[config.mk]
export PLATFORM = sky130hd
export DESIGN_NAME = fetch_stage
export DESIGN_NICKNAME = d
export VERILOG_FILES = /design/src/rtl/fetch_stage_pkg.sv /design/src/rtl/fetch_stage_npc.sv /design/src/rtl/fetch_stage.sv
export SDC_FILE = /design/constraint.sdc
export NUM_CORES = 1
export LEC_CHECK = 0
export ABC_AREA = 1
export CELL_PAD_IN_SITES_DETAIL_PLACEMENT = 1
export CELL_PAD_IN_SITES_GLOBAL_PLACEMENT = 1
export CORE_MARGIN = 2
export CORE_UTILIZATION = 35
export CTS_BUF_LIST = sky130_fd_sc_hd__clkbuf_8
export DETAILED_ROUTE_END_ITERATION = 12
export GPL_ROUTABILITY_DRIVEN = 0
export PLACE_DENSITY_LB_ADDON = 0.08
export SLEW_MARGIN = 10
export SYNTH_ARGS = -nofsm -noshare
export SYNTH_HDL_FRONTEND = slang
export SYNTH_SLANG_ARGS = --single-unit
[constraint.sdc]
create_clock -name clk -period 3.62 [get_ports clk]
set_clock_uncertainty 0.1 [all_clocks]
set_input_delay 0.724 -clock clk [delete_from_list [all_inputs] [get_ports clk]]
set_output_delay 0.724 -clock clk [all_outputs]
set_load 0.01 [all_outputs]
[src/rtl/fetch_stage_pkg.sv]
// Shared definitions for the fetch stage: next-PC select codes, reset PC and instruction-memory window.
// The optional fetch address check is enabled by defining FETCH_ADDR_CHK_EN.
package fetch_stage_pkg;

    typedef enum logic [1:0] {
        NPC_PC4 = 2'd0,
        NPC_BR  = 2'd1,
        NPC_J   = 2'd2,
        NPC_JR  = 2'd3
    } npc_op_e;

    localparam logic [31:0] PC_RESET = 32'h0000_3000;
    localparam logic [31:0] IM_LO    = 32'h0000_3000;
    localparam logic [31:0] IM_HI    = 32'h0000_6FFC;
    localparam logic [31:0] NOP      = 32'h0000_0000;

    // Branch target is relative to the delay-slot address (PC_D + 4).
    function automatic logic [31:0] branch_target(input logic [31:0] pc_d,
                                                  input logic [15:0] off);
        return pc_d + 32'd4 + {{14{off[15]}}, off, 2'b00};
    endfunction

    function automatic logic fetch_addr_bad(input logic [31:0] pc);
        return (pc[1:0] != 2'b00) || (pc < IM_LO) || (pc > IM_HI);
    endfunction

endpackage

[src/rtl/fetch_stage_npc.sv]
// Combinational next-PC selection (npc_calc): sequential, branch, j/jal and jr targets.
import fetch_stage_pkg::*;

module npc_calc (
    input  logic [1:0]  npc_op_i,
    input  logic        br_taken_i,
    input  logic [25:0] imm26_i,
    input  logic [31:0] rs_val_i,
    input  logic [31:0] pc_f_i,
    input  logic [31:0] pc_d_i,
    output logic [31:0] npc_o
);

    logic [31:0] pc_f_plus4;
    logic [31:0] pc_d_plus4;

    assign pc_f_plus4 = pc_f_i + 32'd4;
    assign pc_d_plus4 = pc_d_i + 32'd4;

    always_comb begin
        npc_o = pc_f_plus4;
        case (npc_op_e'(npc_op_i))
            NPC_PC4: npc_o = pc_f_plus4;
            NPC_BR:  npc_o = br_taken_i ? branch_target(pc_d_i, imm26_i[15:0]) : pc_f_plus4;
            NPC_J:   npc_o = {pc_d_plus4[31:28], imm26_i, 2'b00};
            NPC_JR:  npc_o = rs_val_i;
            default: npc_o = pc_f_plus4;
        endcase
    end

endmodule

[src/rtl/fetch_stage.sv]
// Fetch stage: PC register, instruction-memory address and the F/D pipeline register.
// Define FETCH_ADDR_CHK_EN to add the fetch address-error check and the AdEL_D output.
import fetch_stage_pkg::*;

module fetch_stage (
    input  logic        clk,
    input  logic        reset,
    input  logic        Stall,
    input  logic [1:0]  NPCOp_D,
    input  logic        BrTaken_D,
    input  logic [25:0] Imm26_D,
    input  logic [31:0] RSVal_D,
    output logic [31:0] IMAddr,
    input  logic [31:0] IMRdata,
    output logic [31:0] Instr_D,
    output logic [31:0] PC_D,
`ifdef FETCH_ADDR_CHK_EN
    output logic [31:0] PC8_D,
    output logic        AdEL_D
`else
    output logic [31:0] PC8_D
`endif
);

    logic [31:0] pc_f_q,    pc_f_d;
    logic [31:0] instr_d_q, instr_d_d;
    logic [31:0] pc_d_q;
    logic [31:0] pc8_d_q;

    npc_calc u_npc_calc (
        .npc_op_i   (NPCOp_D),
        .br_taken_i (BrTaken_D),
        .imm26_i    (Imm26_D),
        .rs_val_i   (RSVal_D),
        .pc_f_i     (pc_f_q),
        .pc_d_i     (pc_d_q),
        .npc_o      (pc_f_d)
    );

`ifdef FETCH_ADDR_CHK_EN
    logic adel_d_q, adel_d_d;

    // A bad fetch address is replaced by a nop; the PC sequence itself is untouched.
    always_comb begin
        adel_d_d  = fetch_addr_bad(pc_f_q);
        instr_d_d = adel_d_d ? NOP : IMRdata;
    end

    assign AdEL_D = adel_d_q;
`else
    assign instr_d_d = IMRdata;
`endif

    // Reset outranks Stall; Stall freezes PC and F/D so a pending redirect waits.
    always_ff @(posedge clk) begin
        if (!reset) begin
            pc_f_q    <= PC_RESET;
            instr_d_q <= NOP;
            pc_d_q    <= PC_RESET;
            pc8_d_q   <= PC_RESET + 32'd8;
`ifdef FETCH_ADDR_CHK_EN
            adel_d_q  <= 1'b0;
`endif
        end else if (!Stall) begin
            pc_f_q    <= pc_f_d;
            instr_d_q <= instr_d_d;
            pc_d_q    <= pc_f_q;
            pc8_d_q   <= pc_f_q + 32'd8;
`ifdef FETCH_ADDR_CHK_EN
            adel_d_q  <= adel_d_d;
`endif
        end
    end

    assign IMAddr  = pc_f_q;
    assign Instr_D = instr_d_q;
    assign PC_D    = pc_d_q;
    assign PC8_D   = pc8_d_q;

endmodule

# == Word level (Yosys, flattened, before mapping) ==
# Index checks and enable logic that the tools add are counted.
# totals
register_bits,128
output_inout_bits,128
word_cells,14
# classes
n_addsub,4
eq_ne,3
mux,2
reduce_logical,1
# op_table
op,count
$pmux 32 s4,1
$add 32x3->32 const B,2
$add 32x32->32,1
$add 32x4->32 const B,1
$mux 32,1
$eq 2x2->1 const B,2
$eq 2x1->1 const B,1
$logic_not 2->1,1

# == Longest topological paths before layout ==
# Gate-level depths: netlist of run 1.
# depth
depth_word,4
depth_mapped,28
mapped_depth_nobuf,28

# == Modules after synthesis ==
# A second synthesis of run 1 with hierarchy kept.
# unflattened
cells_unflattened,1685
hier_area_um2,10028.4
# modules_own_cells
module,n_inst,cells_each,area_each_um2
fetch_stage,1,708,5201.2
npc_calc,1,977,4827.1

# == Least setup slack after synthesis of run 1 ==
# OpenSTA, ideal clock, no wires.
# synth_path
kind,register to register
start,register pc_d_q[3] (netlist: PC_D[3])
end,register pc_f_q[29] (netlist: IMAddr[29])
arrival_ns,2.888
required_time_ns,3.411
path_slack_ns,0.523
stages_incl_launch_ff,24
path_buffers,0
period_less_slack_ns,3.097
path_cell_list,dfxtp_1 > ha_1 > nand2_1 > nor2_1 > nand2_1 > nor2_4 > nand3_2 > nor3_2 > nand2_1 > nor2_1 > xnor2_1 > inv_1 > ha_1 > nand2_1 > nor2_1 > nand2_1 > nor3_1 > nand2_1 > nand3_1 > nand3_1 > nand2_1 > nand4_1 > nand2_1 > inv_1
# synth_via
elab_chain_cells,4
# synth_lines
item,line,source
start: declaration,fetch_stage.sv:27,logic [31:0] pc_d_q;
start signal: assignment,fetch_stage.sv:67,pc_d_q <= pc_f_q;
$add 32x3->32 (*),"fetch_stage_pkg.sv:20, fetch_stage_npc.sv:18",
$add 32x32->32,fetch_stage_pkg.sv:20,"return pc_d + 32'd4 + {{14{off[15]}}, off, 2'b00};"
$mux 32,fetch_stage_npc.sv:24,"NPC_BR: npc_o = br_taken_i ? branch_target(pc_d_i, imm26_i[15:0]) : pc_f_plus4;"
$pmux 32 s4 (*),fetch_stage_npc.sv:22,case (npc_op_e'(npc_op_i))
end signal: assignment,fetch_stage.sv:65,pc_f_q <= pc_f_d;
end: declaration,fetch_stage.sv:25,"logic [31:0] pc_f_q, pc_f_d;"
# Mark *: on every way between the ends. The rest lies on a longest branch, timed or not.
# A chain may end at the register's enable or synchronous reset.

# == Worst setup path in the final report of run 1 ==
# layout_path
start,register pc_d_q[3] (netlist: PC_D[3])
end,register pc_f_q[30] (netlist: IMAddr[30])
# The elaborated chain is that of the path after synthesis.

==> results of run 1 <==
-- critical path, delay by kind of cell, from the launching register on --
kind / cells / cell delay [ps]
AOI/OAI and AO/OA: 1 / 210
adders and majority gates: 2 / 570
buffers and inverters: 3 / 230
DFF: 1 / 370
xor gates and xnor gates: 1 / 140
and+or+nand+nor: 16 / 1700
-- what timing repair did --
action | 4_1_cts | 5_1_grt
resized for setup | 6 | 41
buffers inserted | 0 | 2
pin swaps | 0 | 9
endpoints found under the setup margin | 6 | 15
-- cell families (layout without fill, tap and decap cells) --
family | after synthesis | after routing | share of synthesized area
xor gates and xnor gates | 55 | 55 | 0.0517
adders and majority gates | 37 | 37 | 0.0505
buffers and inverters | 276 | 531 | 0.114
and+or+nand+nor | 786 | 786 | 0.351
AOI/OAI and AO/OA | 272 | 272 | 0.164
DFF | 125 | 125 | 0.268
-- registers in the layout, summed over array words and instances, names as in the netlist --
signal / count
Instr_D: 32
PC_D: 32
PC8_D: 29
IMAddr: 32
-- worst max-delay path by stage --
stage / start / slack (ps) / end / depth (start not counted)
after floorplan: PC_D[3] / 520 / IMAddr[29] / 23
after global placement: PC_D[3] / -30 / IMAddr[22] / 20
after detailed placement: PC_D[3] / -160 / IMAddr[22] / 20
after CTS: PC_D[2] / 30 / IMAddr[27] / 22
after global routing: PC_D[3] / -10 / IMAddr[31] / 27
final: PC_D[3] / 210 / IMAddr[30] / 23
-- through the flow --
stage,instance area (um^2),setup WS (ps),setup TNS [ps]
3_5_place_dp,12200,-163,-369
3_3_place_gp,12200,-30.6,-30.6
5_1_grt,12800,-14.7,-31.4
2_1_floorplan,9320,523,0
4_1_cts,12600,29.7,0
6_report,12800,205,0
-- per-layer routing --
layer,vias up,GRT usage,wire [um]
met5,-,0,0
met4,0,0.0926,1120
met3,59,0.0492,2390
met2,315,0.498,19600
met1,5323,0.393,18800
li1,5448,-,-
-- final cells by class --
cell class	instances	area [um^2]	share of cell area
tap	335	419	0.0329
clock buffer	18	248	0.0194
multi-input combinational	1150	5940	0.465
timing repair buffer	277	2680	0.210
clock inverter	14	129	0.0101
sequential	125	2510	0.197
inverter	222	835	0.0654
-- layout by cell type (no fill, tap or decap), drive strengths merged, types with 2 or more instances in the layout --
master,n
nand2,426
inv,224
clkdlybuf4s50,221
nor2,212
dfxtp,125
o21ai,111
a21oi,103
nand3,86
buf,56
xor2,39
ha,36
nand4,31
nor3,22
clkbuf,18
xnor2,16
a22o,15
a31oi,9
clkinv,8
o211ai,7
a21o,6
o21bai,5
and2,3
nand3b,3
o31ai,3
o2111ai,3
a211oi,2
a22oi,2
o221ai,2
clkinvlp,2
bufinv,2
-- report_power, final --
| part | internal, mW | switching (mW) |
|---|---|---|
| combinational | 0.522 | 0.696 |
| clock | 0.618 | 0.605 |
| sequential | 1.47 | 0.111 |
==> impl_results.md, run 1 <==
* Status: finished with violations
* Failing checks: design-rule violations
* IO Pins at approximately 220
* Post-route DRC at 4
* CTS root buffer: clkbuf_8
* Syn_area_per_cell at ~6.0 um^2
* Most used DFF post-synth: dfxtp_1
* Via density at 5.21
* Final HPWL DP at around 33 mm
* Commonest cells post-synth: nand2_1, inv_1, nor2_1, dfxtp_1, o21ai_0
* Worst Hold Depth at 2
* Synth Instances at 1551
* Initial Utilization at 0.357
* Post-Syn Area at slightly above 0.009 mm^2
* Total track usage at 0.298
* Worst Path Required at approximately 3900 ps
* Synth async-reset ratio at 0
* Max clock buf depth at 2
* Largest net degree at the start of global routing at roughly 120
* Max Cap Viol at 0
* Hold EP: PC8_D[23]
* YS warnings at 0
* Pleak at 5.88 nW
* Die footprint at around 0.028 mm^2
* CP Class: flip-flop to flip-flop
* Port Buf Inserts at between 200 and 250
* Area grow syn2layout at 36.8%
* Worst R2R Path Depth at 23
* Clock Latency Late Sink at approximately 450 ps
* Total chip power at between 4 and 5 mW
* Clk slew on worst S/H paths at 80 ps
* Final Util at 0.488
* Share of cells above drive strength 1 at 0.0814
* RSZ-0062 raised after global routing: true
* Worst path slowest cell: ha_1
* Final setup violation count at 0
* CTS H-tree lvls at 4
* Sequential area share after synthesis at 0.268
* Yosys top cell by area: dfxtp_1
* Clk sinks at between 100 and 150
* DR WL/cell at between 15 and 20 um
* Worst r2r dst: IMAddr[30]
* Worst Path Max Fanout at 4
* Max incr delay on CP at 380 ps
* Vias at about 11000
* Initial DRC Count at roughly 650
* Fillers at approximately 3500
* Worst-Margin Slew at 858 ps
* F_max at 293 MHz
* Final nets at ~1900
* Core area at 0.0261 mm^2
* Top-count cell post-synth: nand2_1
* Max_slew headroom at 0.426
* Initial antenna violation count at 0
* Vias in the first global route at 11500
* Tcrit/Tclk final at 0.943
* Top cells by area, synth: dfxtp_1, nand2_1, inv_1, nor2_1, o21ai_0
* Final Slew Violations at 0
* Worst Path Arrival at between 3000 and 4000 ps
* Hold WC Path Type: flip-flop to flip-flop
* Yosys reg bits at roughly 130
* Final wirelength at roughly 42 mm
* CP endpoint kind: flip-flop
* Ant diodes at 0
* Yosys cell types at 45
* Synth Net Count at about 1700
* Most frequent CP cell: nand2_1
* Gr ovfl total at 0
* Hold WS at between 300 and 400 ps
* Maximum VDD drop at approximately 230 uV
* CP cell instances: ha_2, nand2_2, nor2_4, nand2_4, nor2_4, nand3_2, nor3_4, buf_4, nand3_1, xnor2_1, ha_1, nand2_1, nor2_2, nand2_1, inv_1, a21oi_1, nand2_1, nand2_1, nand3_1, nand2_1, nand4_1, nand2_1, inv_1
* Fin cells at ~2100
* Fin crit period at about 3400 ps
* Placed cell count at around 2100
* Die H at about 170 um
* Fin. Hold Viols at 0
* Row count at 59
* Drt pass-1 iters at 9
* CTS Hold Buffers Added at 0
* Number of flops mapped to enable cells by yosys at 0
* Post-route ant nets at 0
* HP Start: PC8_D[23]
* Die Wd at 167 um
* First-pass GRT wire length at around 65 mm
* R2R Path Start: PC_D[3]
* R2r setup slk at 210 ps
* Pwr dens at approximately 320 mW/mm^2
* Synth top area share at 0.268
* CTS tree: done
* CP Launch Type: flip-flop
* Total CTS buffers at 17
Note: power is estimated with default switching activity, not from simulation.
==> run 2, diff against run 1 <==
Settings changed: CORE_UTILIZATION 35 to 32.
Clock period 3.62 ns to 2.8 ns, I/O delays scaled along.
==> run 2 against run 1 <==
Against the previous run:
- the run ends with negative setup slack left
- via count grew 11%
- utilization grew 5.2 points
- non-clock buffer count grew 168
- total power grew 51%
- first-iteration DRC count grew 17%
- largest cell class unchanged
==> impl_results.md, run 2 (synthesized netlist as in run 1, its figures left out) <==
* Status: finished with violations
* Failing checks: negative setup slack
* CTS Hold Buffers Added at 0
* R2r setup slk at -560 ps
* Clk sinks at between 100 and 150
* HP Start: PC8_D[3]
* CTS root buffer: clkbuf_8
* Initial antenna violation count at 1
* DR WL/cell at ~21 um
* Worst R2R Path Depth at 23
* Fin Setup TNS at -8170 ps
* Clk slew on worst S/H paths at about 90 ps
* Final nets at between 2000 and 2500
* Worst slack, placed at -779 ps
* Pwr dens at 391 mW/mm^2
* Placed cell count at approximately 2300
* Initial Utilization at 0.325
* Worst Path Required at 3070 ps
* CP Launch Type: flip-flop
* Fin cells at 2358
* Initial DRC Count at roughly 750
* Clock Latency Late Sink at 470 ps
* Worst Path Max Fanout at 3
* IO Pins at 224
* Final HPWL DP at 35.3 mm
* Final Slew Violations at 0
* Total CTS buffers at 17
* Area grow syn2layout at 66.3%
* Port Buf Inserts at between 200 and 250
* Drt pass-1 iters at 5
* Max_slew headroom at 0.506
* Pleak at about 7 nW
* Max Cap Viol at 0
* Core area at about 0.029 mm^2
* Fin. Hold Viols at 0
* Maximum VDD drop at 322 uV
* Share of cells above drive strength 1 at 0.272
* Die footprint at 0.0305 mm^2
* Final setup violation count at 24
* Tcrit/Tclk final at 1.20
* CTS tree: done
* First-pass GRT wire length at around 70 mm
* Largest net degree at the start of global routing at between 100 and 150
* Hold WS at around 360 ps
* Worst-Margin Slew at roughly 740 ps
* Vias in the first global route at about 12000
* Fin crit period at ~3400 ps
* F_max at between 200 and 300 MHz
* R2R Path Start: PC_D[2]
* Die H at 175 um
* CTS H-tree lvls at 4
* Die Wd at approximately 170 um
* RSZ-0062 raised after global routing: true
* Hold EP: PC8_D[3]
* Post-route ant nets at 0
* Ant diodes at 0
* Final wirelength at about 50 mm
* Max clock buf depth at 2
* Hold WC Path Type: flip-flop to flip-flop
* Worst Setup Slack, final at -562 ps
* Post-route DRC at 0
* Row count at 62
* Vias at between 10000 and 15000
* Gr ovfl total at 0
* Total chip power at just over 6 mW
* CP Class: flip-flop to flip-flop
* Total track usage at 0.296
* Worst r2r dst: IMAddr[30]
* Worst Path Arrival at 3630 ps
* Commonest non-fill, non-tap cell in the layout: nand2_1
* Most frequent cells in the layout: nand2_1, clkdlybuf4s50_1, buf_4
* Worst Hold Depth at 2
* Via density at 5.24
* CP endpoint kind: flip-flop
==> run 2: cell count changes in the layout (fill, tap and decap cells not counted), sizes merged <==
cell      before  now
clkinvlp       2    1
inv          224  229
clkbuf        18   17
bufinv         2    4
buf           56  224
clkinv         8    3
==> run 2: power breakdown <==
part | switching [mW] | total (mW) | leakage (nW) | internal (mW)
logic | 1.20 | 2.20 | 5.85 | 0.996
registers | 0.128 | 2.02 | 1.04 | 1.90
clock network | 0.859 | 1.85 | 0.224 | 0.987
total | 2.19 | 6.07 | 7.12 | 3.88
==> run 2: repair_timing <==
item / CTS / global route
setup endpoints to repair: 24 / 25
pin swaps: 69 / 73
gates resized for setup: 188 / 175
setup buffers: 18 / 12
==> run 2: layout make-up <==
cell class                      count  area [um^2]
Fill cell                        3687        13200
Multi-Input combinational cell   1150         7200
Timing Repair Buffer              445         4010
Sequential cell                   125         2530
Inverter                          222          848
Tap cell                          384          480
Clock buffer                       17          234
Clock inverter                     15          208
==> run 2: worst max path at each step <==
stage	startpoint	endpoint	slack (ps)
CTS	PC_D[2]	IMAddr[29]	-420
finish	PC_D[2]	IMAddr[30]	-560
detailed placement	PC_D[2]	IMAddr[30]	-780
global placement	PC_D[2]	IMAddr[22]	-700
floorplan	PC_D[3]	IMAddr[29]	-160
global route	PC_D[2]	IMAddr[29]	-710
==> run 2: metal layers <==
layer	track usage	vias to the layer above	wire (um)
li1	-	5796	-
met1	0.373	5999	20800
met2	0.500	432	23800
met3	0.0513	124	2940
met4	0.118	2	2250
met5	0	-	13
==> run 2: stage by stage <==
step / instance area, um^2 / utilization
final: 15500 / 0.540
after global routing: 15500 / 0.540
after CTS: 14700 / 0.513
after detailed placement: 13400 / 0.466
after global placement: 13400 / 0.466
after floorplan: 9380 / -
==> run 2: worst max-delay path, stage by stage, from the launching register on <==
cell and delay (ps):
dfxtp_4 370, ha_4 140, nand2_4 50, nor2_4 120, nand2_4 90, nor2_4 130
buf_4 190, xor2_4 200, ha_4 240, buf_4 150, nand2_1 150, inv_1 120
nand2_4 110, nor2_2 60, nand2_1 110, nand3_4 150, nand3_1 130, nand2_1 60
nand2_1 70, nand3_2 140, nand2_1 100, nand4_1 100, nand2_1 110, inv_1 40
==> run 3, diff against run 2 <==
Settings changed: ABC_AREA 1 to not set, CORE_UTILIZATION 32 to 34.
==> run 3 against run 2 <==
Against the previous run:
- the flow still finishes with violations (negative setup slack)
- combinational power fell by 19%
- global-route usage is 0.59 points lower
- clock power barely moved
- fmax fell by 8.3%
- die area shrank 12%
- routed wire length decreased by 15%
- setup slack worse by 300 ps
- via count down 17%
- utilization grew 2.4 points
- critical path depth decreased by 8
- first-iteration DRC count up 1.9%
- total power fell by 7.7%
- critical path type unchanged
==> impl_results.md, run 3 <==
* Row count at 58
* Synth async-reset ratio at 0
* Die footprint at approximately 0.027 mm^2
* Fin cells at approximately 1900
* Core area at about 0.025 mm^2
* HP Start: PC8_D[7]
* Synth Net Count at 1225
* Hold WC Path Type: flip-flop to flip-flop
* Worst Setup Slack, final at -866 ps
* Number of flops mapped to enable cells by yosys at 0
* R2R Path Start: PC_D[2]
* CP Class: flip-flop to flip-flop
* Synth Instances at approximately 1100
* Initial Utilization at 0.346
* Initial DRC Count at 768
* Drt pass-1 iters at 5
* Vias in the first global route at 10400
* Worst Path Arrival at ~3900 ps
* Final wirelength at between 40 and 50 mm
* IO Pins at 224
* Initial antenna violation count at 0
* Clk sinks at around 130
* Clk slew on worst S/H paths at ~100 ps
* Commonest non-fill, non-tap cell in the layout: buf_4
* Fin crit period at about 3700 ps
* Fin. Hold Viols at 0
* Gr ovfl total at 0
* Worst Path Required at about 3000 ps
* Placed cell count at between 1500 and 2000
* Ant diodes at 0
* Share of cells above drive strength 1 at 0.286
* Via density at 5.55
* DR WL/cell at roughly 23 um
* Max clock buf depth at 2
* Post-route DRC at 0
* Worst Hold Depth at 1
* Post-Syn Area at roughly 0.0087 mm^2
* Total CTS buffers at 17
* Commonest cells post-synth: dfxtp_1, nand2_1, nor2_1, a21oi_1, mux2i_1
* Pwr dens at approximately 390 mW/mm^2
* Vias at between 10000 and 15000
* Worst Path Max Fanout at 5
* CP Launch Type: flip-flop
* Hold EP: PC8_D[7]
* Maximum VDD drop at around 310 uV
* Port Buf Inserts at roughly 220
* CTS H-tree lvls at 4
* Total track usage at 0.290
* Most frequent cells in the layout: buf_4, clkdlybuf4s50_1, dfxtp_1
* Final setup violation count at 24
* Die Wd at around 160 um
* Synth top area share at 0.287
* Yosys top cell by area: dfxtp_1
* Final Slew Violations at 0
* Final HPWL DP at 28.9 mm
* Post-route ant nets at 0
* Fillers at a little under 3000
* Max Cap Viol at 0
* Yosys reg bits at 125
* CTS tree: done
* Top cells by area, synth: dfxtp_1, mux2i_1, xnor2_1, nand2_1, ha_1
* CP endpoint kind: flip-flop
* Max_slew headroom at 0.564
* Most used DFF post-synth: dfxtp_1
* Area grow syn2layout at 63.0%
* R2r setup slk at -870 ps
* Final nets at 1646
* CTS Hold Buffers Added at 0
* Worst r2r dst: IMAddr[31]
* Syn_area_per_cell at 7.97 um^2
* Sequential area share after synthesis at 0.287
* Pleak at about 6 nW
* Clock Latency Late Sink at between 400 and 500 ps
* Worst R2R Path Depth at 15
* Largest net degree at the start of global routing at 50
* Hold WS at roughly 400 ps
* Worst-Margin Slew at 654 ps
* Status: finished with violations
* Yosys cell types at 70
* Failing checks: negative setup slack
* RSZ-0062 raised after global routing: true
* Final Util at 0.564
* YS warnings at 0
* Die H at about 160 um
* F_max at around 270 MHz
* First-pass GRT wire length at roughly 60 mm
* CTS root buffer: clkbuf_8
* Tcrit/Tclk final at 1.31
run 3: changes by cell type after synthesis, sizes merged, moves of 16 or more:
| cell | change |
|---|---|
| mux2i | +68 |
| nor2 | -135 |
| nor2b | +59 |
| o21ai | -43 |
| a21oi | -29 |
| xnor2 | +40 |
| nand2 | -301 |
| nand3 | -50 |
| buf | +16 |
| a211oi | +16 |
| inv | -200 |
run 3: critical path, stage by stage (launching register included):
cell and delay [ps]:
dfxtp_4 390, buf_6 100, nand4_1 160, nor2_4 230
nand3_2 120, or2_4 270, xnor2_2 190, ha_1 270
nand2_1 100, a21oi_1 50, a221o_1 360, or3_4 340
o2111a_2 290, a211oi_2 250, xnor2_1 110, a22o_1 210
run 3: layout make-up:
type	instances	area, um^2	area share
tap	330	413	0.0291
sequential	125	2520	0.178
timing repair buffer	479	4220	0.297
clock inverter	14	179	0.0126
multi-input combinational	869	6530	0.460
clock buffer	18	248	0.0175
inverter	21	78.8	0.00555
run 3: timing repair:
item | CTS | global route
setup endpoints to repair | 21 | 23
gates cloned | 0 | 0
setup buffers | 23 | 26
pin swaps | 70 | 68
gates resized for setup | 86 | 73
run 3: per-stage QoR:
stage	area, um^2	setup WS [ps]	total power [mW]	TNS, ps
6_report	14200	-866	5.60	-14100
3_3_place_gp	12700	-731	3.49	-10430
4_1_cts	13700	-796	5.45	-11830
5_1_grt	14200	-1020	5.80	-17350
3_5_place_dp	12700	-815	3.52	-12190
2_1_floorplan	8810	-716	2.70	-3550
run 3: per-layer routing:
layer	global-route usage	vias to the layer above	share of wire
li1	-	4722	-
met2	0.470	416	0.46
met5	0	-	0
met4	0.0829	0	0.031
met1	0.397	5072	0.44
met3	0.0480	94	0.069
run 3: cell families (layout without fill, tap and decap cells):
| kind of cell | count (synthesis) | count (layout) | share of synthesized area |
|---|---|---|---|
| buffers and inverters | 98 | 532 | 0.0493 |
| AO/OA/AOI/OAI | 258 | 258 | 0.194 |
| multiplexers | 81 | 81 | 0.0950 |
| AND/OR/NAND/NOR | 404 | 404 | 0.230 |
| adder cells (fa/ha/maj) | 37 | 37 | 0.0540 |
| flip-flops | 125 | 125 | 0.287 |
| XOR/XNOR | 89 | 89 | 0.0895 |
run 3: worst max-delay path by stage:
stage / start / to / slack [ps]
after floorplan: PC_D[9] / IMAddr[27] / -720
after global placement: PC_D[3] / IMAddr[27] / -730
after detailed placement: PC_D[3] / IMAddr[27] / -820
after CTS: PC_D[3] / IMAddr[27] / -800
after global routing: PC_D[2] / IMAddr[31] / -1020
final: PC_D[2] / IMAddr[31] / -870
run 3: where the power goes:
group | switching (mW) | leakage (nW) | total [mW] | internal [mW]
Clock | 0.935 | 0.214 | 1.86 | 0.926
Combinational | 0.900 | 4.60 | 1.78 | 0.878
Sequential | 0.0850 | 1.03 | 1.96 | 1.88
==> patch 1, RTL diff (settings of run 3) <==
Add a define of `FETCH_ADDR_CHK_EN`.
--- a/src/rtl/fetch_stage.sv
+++ b/src/rtl/fetch_stage.sv
@@ -1,5 +1,7 @@
 // Fetch stage: PC register, instruction-memory address and the F/D pipeline register.
 // Define FETCH_ADDR_CHK_EN to add the fetch address-error check and the AdEL_D output.
+`define FETCH_ADDR_CHK_EN
+
 import fetch_stage_pkg::*;
 
 module fetch_stage (
Function (old outputs only; new: AdEL_D): changed (a bounded check fails within 4 cycles, from zero or initial values and one cycle with reset low).
==> patch 1 against run 3 <==
The flow still finishes with violations (negative setup slack). Power is 4.1% lower. Via count is 2.5% lower. Setup slack better by 190 ps. First-iteration DRC count is 16% lower. Routed wire length is 6.1% lower. Count of clock-buffer cells in the layout stayed put. Design area is 3.2% lower. Area after synthesis is 2.4% lower. Sequential cell count is 1 higher. Combinational power is 8% lower. Largest cell class unchanged.
==> patch 1: results <==
metrics = {
    "finish": {
        "inverters": 14,
        "clk_share_pct": 3.12,
        "fill_cells": 2848,
        "fin_cells": 1789,
        "seq_share_pct": 18.6,
        "layout-drive-gt1-share_pct": 28.9,
        "layout-area-overhead-vs-synth_pct": 61.6,
    },
    "timing": {
        "setup_violations": 24,
        "worst_slack_ps": -679,
    },
    "placed_design": {
        "pre_cts_ws_ps": -797,
        "io_buffers": 224,
        "dp_hpwl_um": 27200,
    },
    "routing": {
        "viasPerCell": 5.62,
        "drtIter0Drc": 647,
        "met1_length_um": 17200,
        "met3_wirelength_um": 2990,
    },
    "logic_synthesis": {
        "ys_types": 73,
        "synth.area.top_cells": "dfxtp_1 30%, nor2_1 7.4%, ha_1 5.7%, xnor2_1 5.3%, mux2i_1 4.6%",
        "synth_common_cells": "168 x nor2_1, 126 x dfxtp_1, 91 x nand2_1",
    },
    "run_status": {
        "run_status": "complete, but fails checks",
        "violations": "negative setup slack",
    },
    "hold_path": {
        "hp-start": "PC8_D[27]",
        "whs_endpoint": "PC8_D[27]",
    },
    "power_and_ir_drop": {
        "internal-power_mw": 3.58,
        "peakVddDrop_mv": 0.317,
    },
    "setup_path": {
        "critPathLaunch": "PC_D[4]",
        "worst_r2r_path_depth": 16,
    },
    "global_route": {
        "grt_use_met2_pct": 45.8,
        "use_met3_pct": 6.97,
        "use_met1_pct": 36.9,
        "grt_pass1_vias": 10300,
    },
    "clock_tree": {
        "clock_sinks": 126,
    },
}
[patch 1: worst max-delay path: stages (launching register included)]
cell	delay (ps)
dfxtp_4	350
and3_4	260
nand4_1	220
or2_4	310
inv_2	60
nand2_1	60
xnor2_1	210
ha_1	240
a21o_1	180
a21o_1	130
a21o_1	150
a21o_1	170
a21oi_1	100
o21ai_2	180
a21oi_2	60
or4_1	510
o211ai_1	110
[patch 1: what timing repair did]
item,4_1_cts,5_1_grt
setup buffers,17,17
pin swaps,69,48
setup endpoints to repair,24,24
gates resized for setup,98,74
[patch 1: cell families (layout without fill, tap and decap cells)]
logic type | after synthesis | after routing | synth area share [%]
mux | 58 | 58 | 7.11
compound gates | 267 | 267 | 20.4
flops | 126 | 126 | 29.7
buf+inv | 100 | 486 | 5.19
simple gates | 398 | 398 | 22.3
fa+ha+maj | 40 | 40 | 5.98
xor+xnor | 90 | 90 | 9.27
==> patch 2, RTL diff (settings of run 3) <==
Made on the original files. Reset style: asynchronous (`reset`), changed in one clocked block.
--- a/src/rtl/fetch_stage.sv
+++ b/src/rtl/fetch_stage.sv
@@ -52,7 +52,7 @@
 `endif
 
     // Reset outranks Stall; Stall freezes PC and F/D so a pending redirect waits.
-    always_ff @(posedge clk) begin
+    always_ff @(posedge clk or negedge reset) begin
         if (!reset) begin
             pc_f_q    <= PC_RESET;
             instr_d_q <= NOP;
Behaviour: differs if reset is asserted again (counterexample within 4 cycles, from zero or initial values and one cycle with reset low); with reset held inactive, the same outputs for 4 cycles.
==> patch 2 against run 3 <==
The run still ends with negative setup slack left. Core utilization decreased by 0.67 points. Count of clock-buffer cells in the layout unchanged. Routed wire length fell by 14%. Design area decreased by 1.8%. Setup slack gained 140 ps. Critical path depth down 1. Via count shrank 10%. Sequential cell count unchanged. Area after synthesis fell by 1.0%. Critical endpoint is now IMAddr[31]. Largest cell class unchanged. Highest routed layer unchanged.
Power is not compared: it rests on default switching activity, and its combinational part moved more than twofold at a synthesized area within 25%.
==> patch 2: results <==
metrics = {
    "power_and_ir_drop": {
        "switchingPower_mw": 3.58,
        "peakVddDrop_mv": 0.309,
    },
    "hold_path": {
        "hp-start": "Stall",
        "hold_path_depth": 3,
        "hp-class": "primary input to flip-flop",
        "whs_endpoint": "PC_D[24]",
    },
    "job": {
        "cap_violations": 0,
    },
    "timing": {
        "maxSlewHeadroom_pct": 61.1,
        "setup_violations": 23,
        "tns_ps": -12170,
        "slew_violations": 0,
        "worst_slack_ps": -730,
    },
    "logic_synthesis": {
        "ys_seq_area_share_pct": 36.4,
        "ys.flop_type": "dfrtp_1",
        "synth.area.top_cells": "dfrtp_1 34%, mux2_2 10%, ha_1 5.5%, xnor2_1 5.4%, o21ai_0 5.2%",
        "synth_common_cells": "118 x dfrtp_1, 109 x nand2_1, 90 x o21ai_0",
        "async_flop_share_pct": 100,
        "synth_fp_nets": 1100,
        "ys_types": 69,
    },
    "global_route": {
        "grt_pass1_vias": 9755,
        "grt_max_degree": 80,
        "grt_pass1_wl_um": 54600,
        "track_usage_pct": 26.9,
        "antenna_found_initial": 0,
    },
    "clock_tree": {
        "path_clk_slew_ps": 90,
        "cts_buffers": 17,
        "clk_latency_ps": 470,
    },
    "setup_path": {
        "cp_top_family": "compound AO/OA/AOI/OAI gates",
        "r2r_start": "PC_D[2]",
        "cp_max_fo": 3,
        "cp_slowest_cell": "dfrtp_2",
        "worst_r2r_path_depth": 14,
        "rr_endpoint": "IMAddr[31]",
        "worstPathArrival_ps": 3780,
        "critPathMaxStageDelay_ps": 400,
    },
    "routing": {
        "drtIter0Drc": 570,
        "vias": 9263,
        "wl_per_cell_um": 21.4,
    },
    "run_status": {
        "violations": "negative setup slack",
        "run_status": "complete, but fails checks",
    },
    "placed_design": {
        "dp_hpwl_um": 28000,
        "io_buffers": 223,
    },
    "finish": {
        "layout-drive-gt1-share_pct": 34.1,
        "nets": 1503,
        "num_antenna_cells": 0,
    },
}
[patch 2: repair_timing]
item,in CTS,in global routing
setup buffers,6,21
setup endpoints to repair,24,24
gates resized for setup,39,114
pin swaps,25,64
hold buffers,1,0
cloned,0,0
endpoints found under the hold margin,49,0
[patch 2: tightest hold or removal path: cells and delay by family]
kind / cells / cell delay [ps]
buffers and inverters: 1 / 170
AND/OR/NAND/NOR: 2 / 150
[patch 2: cell type report]
type	instances	area, um^2
well taps	330	413
clock buffers	18	248
multi-input cells	754	5900
flip-flops and latches	125	3140
repair buffers	443	3990
fillers	2821	11100
inverters	27	101
clock inverters	14	145
[patch 2: worst max-delay path by stage]
| stage | startpoint | end | slack [ps] | depth (start not counted) |
|---|---|---|---|---|
| 2_1_floorplan | PC_D[2] | IMAddr[30] | -650 | 16 |
| 3_3_place_gp | Imm26_D[0] | IMAddr[28] | -900 | 12 |
| 3_5_place_dp | Imm26_D[0] | IMAddr[28] | -1020 | 12 |
| 4_1_cts | PC_D[2] | IMAddr[30] | -740 | 16 |
| 5_1_grt | PC_D[2] | IMAddr[30] | -940 | 16 |
| 6_report | PC_D[2] | IMAddr[31] | -730 | 14 |
[patch 2: per-stage QoR]
step                      std cells  utilization, %  setup WS (ps)  instance area, um^2  hold WS, ps
final                          1711            55.7           -730                13900          359
after global routing           1711            55.7           -940                13900          366
after CTS                      1695            52.9           -743                13200          314
after floorplan                 965               -           -649                 8720          164
after global placement         1657            50.4           -904                12600          368
after detailed placement       1657            50.4          -1020                12600          374
[patch 2: routing by layer]
layer | global-route usage [%] | wire (um)
met5 | 0 | 0
met4 | 12.7 | 1530
met3 | 3.81 | 1510
met2 | 47.2 | 18700
met1 | 32.4 | 14800
[patch 2: kinds of logic after synthesis]
family          after synthesis  share of synthesized area, %
buf+inv                      86                          3.96
mux                          81                          10.6
fa+ha+maj                    39                          5.75
xor+xnor                     81                          8.23
compound gates              242                          17.4
simple gates                311                          17.7
flops                       125                          36.4
[patch 2: power by group through the flow]
stage | clock (mW) | sequential, mW | combinational (mW)
after floorplan | 0 | 2.63 | 1.71
after global placement | 0 | 2.49 | 4.07
after detailed placement | 0 | 2.50 | 4.12
after CTS | 1.75 | 2.47 | 4.29
after global routing | 1.82 | 2.52 | 5.17
final | 1.70 | 2.47 | 4.84
